<file path="config.mk">
export PLATFORM = sky130hd
export DESIGN_NAME = sr_drive_ctrl
export DESIGN_NICKNAME = d
export VERILOG_FILES = /design/src/rtl/sr_drive_ctrl_pkg.sv /design/src/rtl/sr_drive_ctrl_debounce_sync.sv /design/src/rtl/sr_drive_ctrl.sv
export SDC_FILE = /design/constraint.sdc
export NUM_CORES = 1
export LEC_CHECK = 0
export CAP_MARGIN = 30
export CORE_MARGIN = 5
export CORE_UTILIZATION = 40
export CTS_CLUSTER_SIZE = 28
export DETAILED_ROUTE_END_ITERATION = 12
export PLACE_DENSITY_LB_ADDON = 0.3
export SLEW_MARGIN = 20
export SYNTH_ARGS = -nofsm -noshare
export SYNTH_HDL_FRONTEND = slang
export SYNTH_SLANG_ARGS = --single-unit
export TNS_END_PERCENT = 5
</file>
<file path="constraint.sdc">
create_clock -name CLK -period 1.55 [get_ports CLK]
set_input_delay 0.2325 -clock CLK [delete_from_list [all_inputs] [get_ports CLK]]
set_output_delay 0.2325 -clock CLK [all_outputs]
set_load 0.02 [all_outputs]
</file>
<file path="src/rtl/sr_drive_ctrl_pkg.sv">
// Shared definitions for the S/R flip-flop drive controller: FSM state
// encoding, commanded-target constants and a small constant helper.
package sr_drive_ctrl_pkg;

  typedef enum logic [1:0] {
    IDLE  = 2'd0,
    PULSE = 2'd1,
    GUARD = 2'd2,
    CHECK = 2'd3
  } state_t;

  localparam logic TGT_SET = 1'b1;
  localparam logic TGT_RST = 1'b0;

  function automatic int max_int(input int a, input int b);
    return (a > b) ? a : b;
  endfunction

endpackage

</file>
<file path="src/rtl/sr_drive_ctrl_debounce_sync.sv">
// One request channel: 2-flop synchronizer, debounce counter and a
// registered one-cycle pulse on each rising edge of the debounced level.
module debounce_sync #(
  parameter int DEB_CYCLES = 4
) (
  input  logic CLK,
  input  logic RST,
  input  logic din,
  output logic rise
);

  localparam int            CW       = $clog2(DEB_CYCLES) + 1;
  localparam logic [CW-1:0] CNT_LAST = CW'(DEB_CYCLES - 1);

  logic          sync_p0;
  logic          sync_p1;
  logic [CW-1:0] cnt;
  logic          level;
  logic          level_d;

  // Stage p0/p1: bring the raw asynchronous input into the CLK domain.
  always_ff @(posedge CLK or posedge RST) begin
    if (RST) begin
      sync_p0 <= 1'b0;
      sync_p1 <= 1'b0;
    end else begin
      sync_p0 <= din;
      sync_p1 <= sync_p0;
    end
  end

  // Accept a new level only after DEB_CYCLES consecutive differing samples.
  always_ff @(posedge CLK or posedge RST) begin
    if (RST) begin
      cnt   <= '0;
      level <= 1'b0;
    end else if (sync_p1 == level) begin
      cnt <= '0;
    end else if (cnt == CNT_LAST) begin
      cnt   <= '0;
      level <= sync_p1;
    end else begin
      cnt <= cnt + 1'b1;
    end
  end

  // Registered rising-edge pulse of the debounced level; falling edges ignored.
  always_ff @(posedge CLK or posedge RST) begin
    if (RST) begin
      level_d <= 1'b0;
      rise    <= 1'b0;
    end else begin
      level_d <= level;
      rise    <= level & ~level_d;
    end
  end

endmodule

</file>
<file path="src/rtl/sr_drive_ctrl.sv">
// Clean S/R command generator for an external sr_ff: debounces two raw
// request lines, arbitrates them, issues one spaced pulse per command and
// verifies the flip-flop output after each command.
module sr_drive_ctrl
  import sr_drive_ctrl_pkg::*;
#(
  parameter int DEB_CYCLES = 4,
  parameter int PULSE_LEN  = 1,
  parameter int GUARD_LEN  = 2,
  parameter int PRIO_SET   = 1
) (
  input  logic CLK,
  input  logic RST,
  input  logic SET_IN,
  input  logic RST_IN,
  input  logic Q_FB,
  output logic S,
  output logic R,
  output logic BUSY,
  output logic CONFLICT,
  output logic FAULT
);

  localparam int              PH_W       = $clog2(max_int(PULSE_LEN, GUARD_LEN)) + 1;
  localparam logic [PH_W-1:0] PULSE_LAST = PH_W'(PULSE_LEN - 1);
  localparam logic [PH_W-1:0] GUARD_LAST = PH_W'(GUARD_LEN - 1);

  // Phase counter saturates at all-ones rather than wrapping.
  function automatic logic [PH_W-1:0] sat_inc(input logic [PH_W-1:0] v);
    return (v == '1) ? v : v + 1'b1;
  endfunction

  logic            set_rise;
  logic            rst_rise;
  logic            pend_s;
  logic            pend_r;
  logic            idle_go;
  logic            take_set;
  state_t          state;
  logic            tgt;
  logic [PH_W-1:0] ph;

  debounce_sync #(.DEB_CYCLES(DEB_CYCLES)) u_deb_set (
    .CLK  (CLK),
    .RST  (RST),
    .din  (SET_IN),
    .rise (set_rise)
  );

  debounce_sync #(.DEB_CYCLES(DEB_CYCLES)) u_deb_rst (
    .CLK  (CLK),
    .RST  (RST),
    .din  (RST_IN),
    .rise (rst_rise)
  );

  // IDLE takes whatever is pending; on a tie the priority rule picks the target.
  assign idle_go  = (state == IDLE) && (pend_s || pend_r);
  assign take_set = pend_s & ((PRIO_SET != 0) | ~pend_r);

  // Busy also covers the cycle a pending request waits for IDLE to take it,
  // so the flag stays high from request commit to the end of CHECK.
  assign BUSY = (state != IDLE) | pend_s | pend_r;

  // One-deep pending flags: new edges merge, acceptance clears both (loser dropped).
  always_ff @(posedge CLK or posedge RST) begin
    if (RST) begin
      pend_s <= 1'b0;
      pend_r <= 1'b0;
    end else begin
      pend_s <= set_rise | (pend_s & ~idle_go);
      pend_r <= rst_rise | (pend_r & ~idle_go);
    end
  end

  // Command FSM with registered S/R/CONFLICT/FAULT; S and R are never set together.
  always_ff @(posedge CLK or posedge RST) begin
    if (RST) begin
      state    <= IDLE;
      tgt      <= TGT_RST;
      ph       <= '0;
      S        <= 1'b0;
      R        <= 1'b0;
      CONFLICT <= 1'b0;
      FAULT    <= 1'b0;
    end else begin
      CONFLICT <= 1'b0;
      case (state)
        IDLE: begin
          if (idle_go) begin
            tgt      <= take_set ? TGT_SET : TGT_RST;
            S        <= take_set;
            R        <= ~take_set;
            CONFLICT <= pend_s & pend_r;
            ph       <= '0;
            state    <= PULSE;
          end
        end
        PULSE: begin
          if (ph == PULSE_LAST) begin
            S     <= 1'b0;
            R     <= 1'b0;
            ph    <= '0;
            state <= GUARD;
          end else begin
            ph <= sat_inc(ph);
          end
        end
        GUARD: begin
          if (ph == GUARD_LAST) begin
            ph    <= '0;
            state <= CHECK;
          end else begin
            ph <= sat_inc(ph);
          end
        end
        CHECK: begin
          if (Q_FB != tgt) FAULT <= 1'b1;
          state <= IDLE;
        end
        default: begin
          S     <= 1'b0;
          R     <= 1'b0;
          state <= IDLE;
        end
      endcase
    end
  end

endmodule

</file>
### Word-level counts from Yosys, hierarchy flattened

Index checks and enable logic that the tools add are counted.
Widths: inputs -> output; s select.

* flip-flop bits (word level): 27
* word-level logic and storage cells: 87
* bits of input ports: 5
* output and inout port bits: 5

* add/subtract/negate cells: 3
* mux-type cells: 21
* bitwise logic cells: 15
* equal/unequal tests: 13
* reductions and logical operators: 14

Operator list (number)
* $mux 2: 7
* $mux 3: 4
* $reduce_and 2->1: 5
* $pmux 2 s4: 1
* $add 3x1->3 const B: 2
* $eq 2x2->1 const B: 3
* $eq 3x2->1 const B: 2
* $mux 1: 6
* $ne 2x2->1 const B: 3
* $not 1->1: 6
* $pmux 2 s3: 1
* $reduce_and 3->1: 2
* $and 1x1->1: 5
* $eq 2x1->1 const B: 2
* $logic_not 2->1: 2
* $or 1x1->1: 4
* $pmux 1 s2: 2
* $reduce_bool 2->1: 2
* $reduce_bool 3->1: 1
* $add 2x1->2 const B: 1
* $eq 1x1->1: 2
* $logic_and 1x1->1: 1
* $logic_or 1x1->1: 1
* $ne 1x1->1: 1

### Logic depth before layout (Yosys ltp)

Gate-level depths: netlist (run 1).

* depth after elaboration: 5
* mapped depth: 5
* gate-level depth less buffers: 5

### By module

Synthesis (run 1) repeated with hierarchy kept, for this count alone.

* cells, all modules: 84
* area total of the unflattened synthesis: 1146.1 um^2

By module, submodules not included
* sr_drive_ctrl: area each 584.3 um^2, times used 1, cells each 50, seq. area each 275.3 um^2
* debounce_sync at u_deb_rst: area each 281.5 um^2, times used 1, cells each 17, seq. area each 200.2 um^2
* debounce_sync at u_deb_set: area each 280.3 um^2, times used 1, cells each 17, seq. area each 200.2 um^2

### Least setup slack after synthesis (run 1)

OpenSTA, ideal clock, no wires.

* path type: reg-to-reg
* start: register state[0]
* end: register state[1]
* path slack: -17 ps
* setup time: 125 ps
* arrival time: 1442 ps
* stages on the path, launching flop included: 6
* period minus slack after synthesis: 1567 ps
* path buffers: 0
* required time: 1425 ps
* path through: dfrtp_1 inv_1 ha_1 nor3b_4 a211oi_2 mux2_4

* cells in the longest elaborated chain, start to end: 4
* elaborated cells between the ends (all ways): 10
* classes of those cells: eq/ne: 6; mux: 1; reduce/logical: 3

RTL lines
* from (decl): line sr_drive_ctrl.sv:39 `state_t state;`
* from (signal assigned): line sr_drive_ctrl.sv:79 `state <= IDLE;`
* from (signal assigned): line sr_drive_ctrl.sv:96 `state <= PULSE;`
* from (signal assigned): line sr_drive_ctrl.sv:104 `state <= GUARD;`
* $logic_not 2->1: line sr_drive_ctrl.sv:58, sr_drive_ctrl.sv:88
* $logic_and 1x1->1: line sr_drive_ctrl.sv:58 `assign idle_go = (state == IDLE) && (pend_s || pend_r);`
* $ne 2x2->1 (no source line)
* $reduce_and 3->1 (no source line)

Several ways; a longest one is shown, not always the timed one.
A chain may end at the register's enable or synchronous reset.

### Worst setup path after layout (run 1)

Ends and elaborated chain as after synthesis.

==> results of run 1 <==
-- critical path: cells and delay by family, from the launching register on --
kind,cells,cell delay [ps]
multiplexers,1,320
buffers and inverters,1,150
AO/OA/AOI/OAI,2,370
adder cells (fa/ha/maj),1,220
flip-flops,1,410
-- cell usage after synthesis, drive strengths merged (2+ instances only) --
cell type	count	area, µm²
nor2b	5	31.28
a32o	2	20.02
nor3	2	10.01
nor2	2	7.510
o21ai	3	15.01
nand2	4	15.01
nor3b	4	41.29
ha	7	87.58
a21o	3	22.52
dfrtp	27	675.7
mux2	3	37.53
xnor2	2	17.52
o2bb2ai	2	17.52
inv	9	33.78
-- worst max path at each step --
stage	end	slack, ps	startpoint	cells after the start
2_1_floorplan	state[1]	40	state[0]	5
3_3_place_gp	BUSY	-40	state[0]	5
3_5_place_dp	BUSY	-70	state[0]	5
4_1_cts	BUSY	-7	state[1]	5
5_1_grt	BUSY	-110	state[1]	5
6_report	state[1]	-10	state[0]	5
-- flip-flops by register name, indices dropped and copies added, names as in the netlist, 2 cells and up --
register       count
u_deb_rst.cnt      3
ph                 2
state              2
u_deb_set.cnt      3
-- logic make-up (layout without fill, tap and decap cells) --
kind of cell,Yosys count,in the layout
adders and majority gates,7,7
DFF,27,27
buffers and inverters,9,32
and+or+nand+nor,19,19
muxes,4,4
xor gates and xnor gates,3,3
AOI/OAI and AO/OA,17,17
-- area by class of cell --
type | instances | area [µm²]
Tap cell | 31 | 38.79
Clock buffer | 3 | 22.52
Sequential cell | 27 | 675.6
Fill cell | 241 | 1350
Clock inverter | 1 | 5.005
Multi-Input combinational cell | 50 | 441.7
Inverter | 9 | 33.78
Timing Repair Buffer | 19 | 166.4
-- timing repair --
item,CTS,global route
hold endpoints to repair,0,0
pin swaps,1,0
setup endpoints to repair,5,4
gates resized for setup,12,1
-- layout by cell type (no fill, tap or decap), drive strengths merged, types with 2 or more instances in the layout --
master	Yosys	layout
nor3	2	2
a32o	2	2
o21ai	3	3
buf	0	11
xnor2	2	2
dfrtp	27	27
nand2	4	4
nor2b	5	5
nor3b	4	4
clkbuf	0	3
nor2	2	2
mux2	3	3
clkdlybuf4s50	0	5
ha	7	7
inv	9	9
dlygate4sd2	0	2
a21o	3	3
o2bb2ai	2	2
-- report_power, final --
| part | internal (mW) | switching, mW | leakage [nW] |
|---|---|---|---|
| clock network | 0.0964 | 0.194 | 0.0177 |
| registers | 0.941 | 0.147 | 0.335 |
| logic | 0.670 | 0.556 | 0.301 |
-- per-stage QoR --
| stage | area, µm² | setup slack [ps] |
|---|---|---|
| after global routing | 1384 | -113.7 |
| after detailed placement | 1338 | -69.55 |
| after floorplan | 1134 | 41.16 |
| after CTS | 1381 | -6.512 |
| after global placement | 1338 | -40.72 |
| final | 1384 | -14.82 |
-- metal layers --
layer	GRT usage [%]	up-vias	share of wire (%)
met5	0	-	0
met4	3.117	0	0.58
met3	3.197	2	4.2
met2	17.05	10	50
met1	12.59	342	45
li1	-	340	-
==> impl_metrics.yaml, run 1 <==
floorplanning:
  ios: 10
  fp.dieW_um: 63.18
  rows: 19
  coreArea_um2: 2734
  die_y_um: 63.18
  initial_utilization_pct: 41.37
  die_area_um2: 3991
routing:
  via_per_inst: 4.957
  drt_iter0_drc: 63
  firstDrtPassIters: 4
  ant_nets: 0
  vias: 694
  wire_per_inst_um: 12.36
  drc: 0
  wl_um: 1731
timing:
  setup_viol: 1
  totalNegativeSetupSlack_ps: -14.82
  hold_viol_final: 0
  maxSlewHeadroom_pct: 78.49
  max_freq_mhz: 639.1
  fin_skew_ps: 3.611
  rsz0062_at_grt: "yes"
  post-route-period-util_pct: 101.0
  slew_violations: 0
  worst_slew_pin_slew_ps: 322.6
  whs_ps: 251.1
  layout_setup_ws_ps: -14.82
  period_needed_ps: 1565
critical_path:
  slowest_delay_ps: 410
  worst-path-max-fanout: 3
  critical_path_arrival_ps: 1780
  r2r_slack_ps: -10
  timing.rr.start: "state[0]"
  critPathKind: "reg2reg"
  cp_cell_sequence: "buf_4 -> ha_1 -> o21a_1 -> a211oi_4 -> mux2_4"
  r2r_cells: 5
  r2r_end: "state[1]"
  crit_path_start_kind: "flop"
  slowest_stage: "dfrtp_1"
  cp-end-kind: "flop"
  required_ps: 1760
yosys:
  synthAdderAreaFrac_pct: 7.743
  synth_edf_count: 0
  synth_simple_gate_area_share_pct: 10.51
  synth_top_family_by_area: "compound AO/OA/AOI/OAI gates"
  netlist_area_um2: 1131
  seq_area_frac_synth_pct: 59.73
  syn_area_per_cell_um2: 13.15
  synth_compound_area_share_pct: 12.50
  synthCells: 86
  postSynthNetCount: 98
  synth-xor-area-share_pct: 2.323
  ys_ff_latch: 27
  synth.distinct_cells: 27
  synth_mux_area_share_pct: 4.204
  synth_top_flop_cell: "dfrtp_1"
  yosys_warnings: 0
  async_flop_share_pct: 100.0
clock_tree:
  clk_path_buf_depth: 2
  ctsHoldBuffers: 0
  path_clk_slew_ps: 140
  cts_setup_buffers: 0
  cts_root_buf: "clkbuf_4"
  cts_tree: "done"
  worst_skew_pair.late_latency_ps: 310
  clock-sinks: 27
  h-tree-depth: 1
  cts_made_buffers: 3
run:
  max_cap_viol_count: 0
pwr:
  pwr_density_cell_nw_per_um2: 1882
  power_mw: 2.604
  ir_worst_vdd_uv: 1083
  leakage_nw: 0.6536
global_routing:
  grt_max_degree: 28
  antenna_found_initial: 0
  grtUsageTotal_pct: 10.22
  grt_pass1_vias: 765
  grt_overflow_total: 0
  grt_first_pass_wirelength_um: 3305
layout:
  post-route-util_pct: 50.62
  layout.cells.non_filler: 140
  nets: 122
  drive_above_1_share_pct: 23.85
  area_growth_pct: 22.35
  antenna_cells: 0
place:
  gp_congestion: 0.7636
  dp_hpwl_um: 1303
  place_inst: 136
  port_buffers: 9
status:
  status: "complete, but fails checks"
  violations: "negative setup slack"
worst_hold_path:
  hold_class: "in2async"
Note: power is estimated with default switching activity, not from simulation.
==> inputs of run 2 (changes only) <==
SETUP_SLACK_MARGIN = 0.4   (was not set)
==> impl_metrics.yaml, run 2 (synthesized netlist as in run 1, its figures left out) <==
critical_path:
  critical_path_arrival_ps: 1340
  worst-path-max-fanout: 2
  crit_path_start_kind: "flop"
  r2r_slack_ps: 0
  cp-end-kind: "output pin"
  critPathKind: "reg2out"
  required_ps: 1320
timing:
  post-route-period-util_pct: 101.3
  fin_skew_ps: 8.607
  rsz0062_at_grt: "yes"
  period_needed_ps: 1570
  max_freq_mhz: 637.0
  slew_violations: 0
  worst_slew_pin_slew_ps: 340.7
  maxSlewHeadroom_pct: 77.29
  layout_setup_ws_ps: -19.95
  setup_viol: 1
  hold_viol_final: 0
layout:
  num-fill-cells: 226
  final_cell_mix: "dfrtp_1, buf_4, inv_1"
  area_growth_pct: 27.77
  antenna_cells: 0
  nets: 123
  final_common_cell: "dfrtp_1"
  layout.cells.non_filler: 141
  stdcell_area_um2: 1445
  reg_top3: "u_deb_rst.cnt: 3 flops, u_deb_set.cnt: 3 flops"
  drive_above_1_share_pct: 35.45
routing:
  drc: 0
  wl_um: 1884
  firstDrtPassIters: 4
  ant_nets: 0
  drt_iter0_drc: 27
  via_per_inst: 5.035
  vias: 710
  wire_per_inst_um: 13.36
place:
  dpl_cell_area_um2: 1358
  dp_hpwl_um: 1315
  place_inst: 137
  port_buffers: 9
  dp_slack_ps: -33.26
  gp_congestion: 0.7786
pwr:
  seqPwrFrac_pct: 40.4
  power_mw: 2.723
  p_int_mw: 1.763
  leakage_nw: 0.6639
  power_switching_share_pct: 35.26
  clockPowerShare_pct: 11.5
  switching_power_mw: 0.9601
  combPwrFrac_pct: 48.1
  ir_worst_vdd_uv: 1134
  pwr_density_cell_nw_per_um2: 1884
status:
  violations: "negative setup slack"
  status: "complete, but fails checks"
run:
  max_cap_viol_count: 0
floorplanning:
  rows: 19
  fp.dieW_um: 63.18
  initial_utilization_pct: 41.37
  ios: 10
  coreArea_um2: 2734
  die_area_um2: 3991
  die_y_um: 63.18
clock_tree:
  cts_tree: "done"
  cts_setup_buffers: 0
  path_clk_slew_ps: 150
  clk_path_buf_depth: 2
  clock-sinks: 27
  ctsHoldBuffers: 0
  h-tree-depth: 1
  worst_skew_pair.late_latency_ps: 330
  cts_made_buffers: 3
  cts_root_buf: "clkbuf_4"
worst_hold_path:
  hold_class: "in2async"
global_routing:
  grt_overflow_total: 0
  antenna_found_initial: 0
  grtUsageTotal_pct: 10.73
  grt_first_pass_wirelength_um: 3463
  grt_max_degree: 28
  grt_pass1_vias: 764
-- run 2: cell count changes in the layout (fill, tap and decap cells not counted), moves of 2 or more --
cell	change
ha_1	-3
ha_2	+2
buf_6	+3
mux2_4	+2
mux2_2	-2
nor2b_1	-2
nor2b_4	+2
dlygate4sd2_1	-2
-- run 2: area by class of cell --
class                      instances  area, µm²  share of cell area, %
timing repair buffer              20      172.7                  11.95
inverter                           9      33.78                  2.338
tap                               31      38.79                  2.684
multi-input combinational         50      494.2                  34.20
clock inverter                     1      7.507                 0.5195
sequential                        27      675.6                  46.75
clock buffer                       3      22.52                  1.558
-- run 2: what timing repair did --
| item | CTS | global route |
|---|---|---|
| setup endpoints to repair | 13 | 13 |
| pin swaps | 1 | 5 |
| resized for setup | 36 | 5 |
-- run 2: power groups by stage --
stage	Combinational, mW	Sequential, mW	Clock [mW]
floorplan	0.747	1.15	0
global placement	1.18	1.10	0
detailed placement	1.21	1.11	0
CTS	1.28	1.10	0.325
global route	1.45	1.13	0.352
finish	1.31	1.10	0.314
-- run 2: metal layers --
layer	up-vias	share of wire (%)	GRT usage, %
li1	346	-	-
met1	345	45	13.36
met2	15	47	17.44
met3	4	6.2	3.908
met4	0	1.2	3.117
met5	-	0	0
-- run 2: stage by stage --
| stage | hold WS, ps | setup TNS, ps | utilization, % |
|---|---|---|---|
| detailed placement | 345.1 | -37.46 | 49.66 |
| finish | 227.3 | -19.95 | 52.86 |
| floorplan | 263.9 | 0 | - |
| global placement | 332.8 | 0 | 49.66 |
| global route | 253.9 | -168.5 | 52.86 |
| CTS | 227.7 | -60.76 | 52.04 |
-- run 2: path summary, 6_finish.rpt --
kind,depth (start not counted),start,end
hold reg to reg,0,u_deb_rst.sync_p0,u_deb_rst.sync_p1
setup / recovery,5,state[0],BUSY
setup reg to reg,5,state[0],state[1]
min in group CLK,1,SET_IN,u_deb_set.sync_p0
max in group asynchronous,3,RST,S
hold / removal,3,RST,u_deb_rst.cnt[2]
-- run 2: critical path: stages, from the launching register on --
cell     delay, ps
dfrtp_1        410
inv_2           90
ha_4           130
nor3b_4        180
inv_1           70
buf_6          130
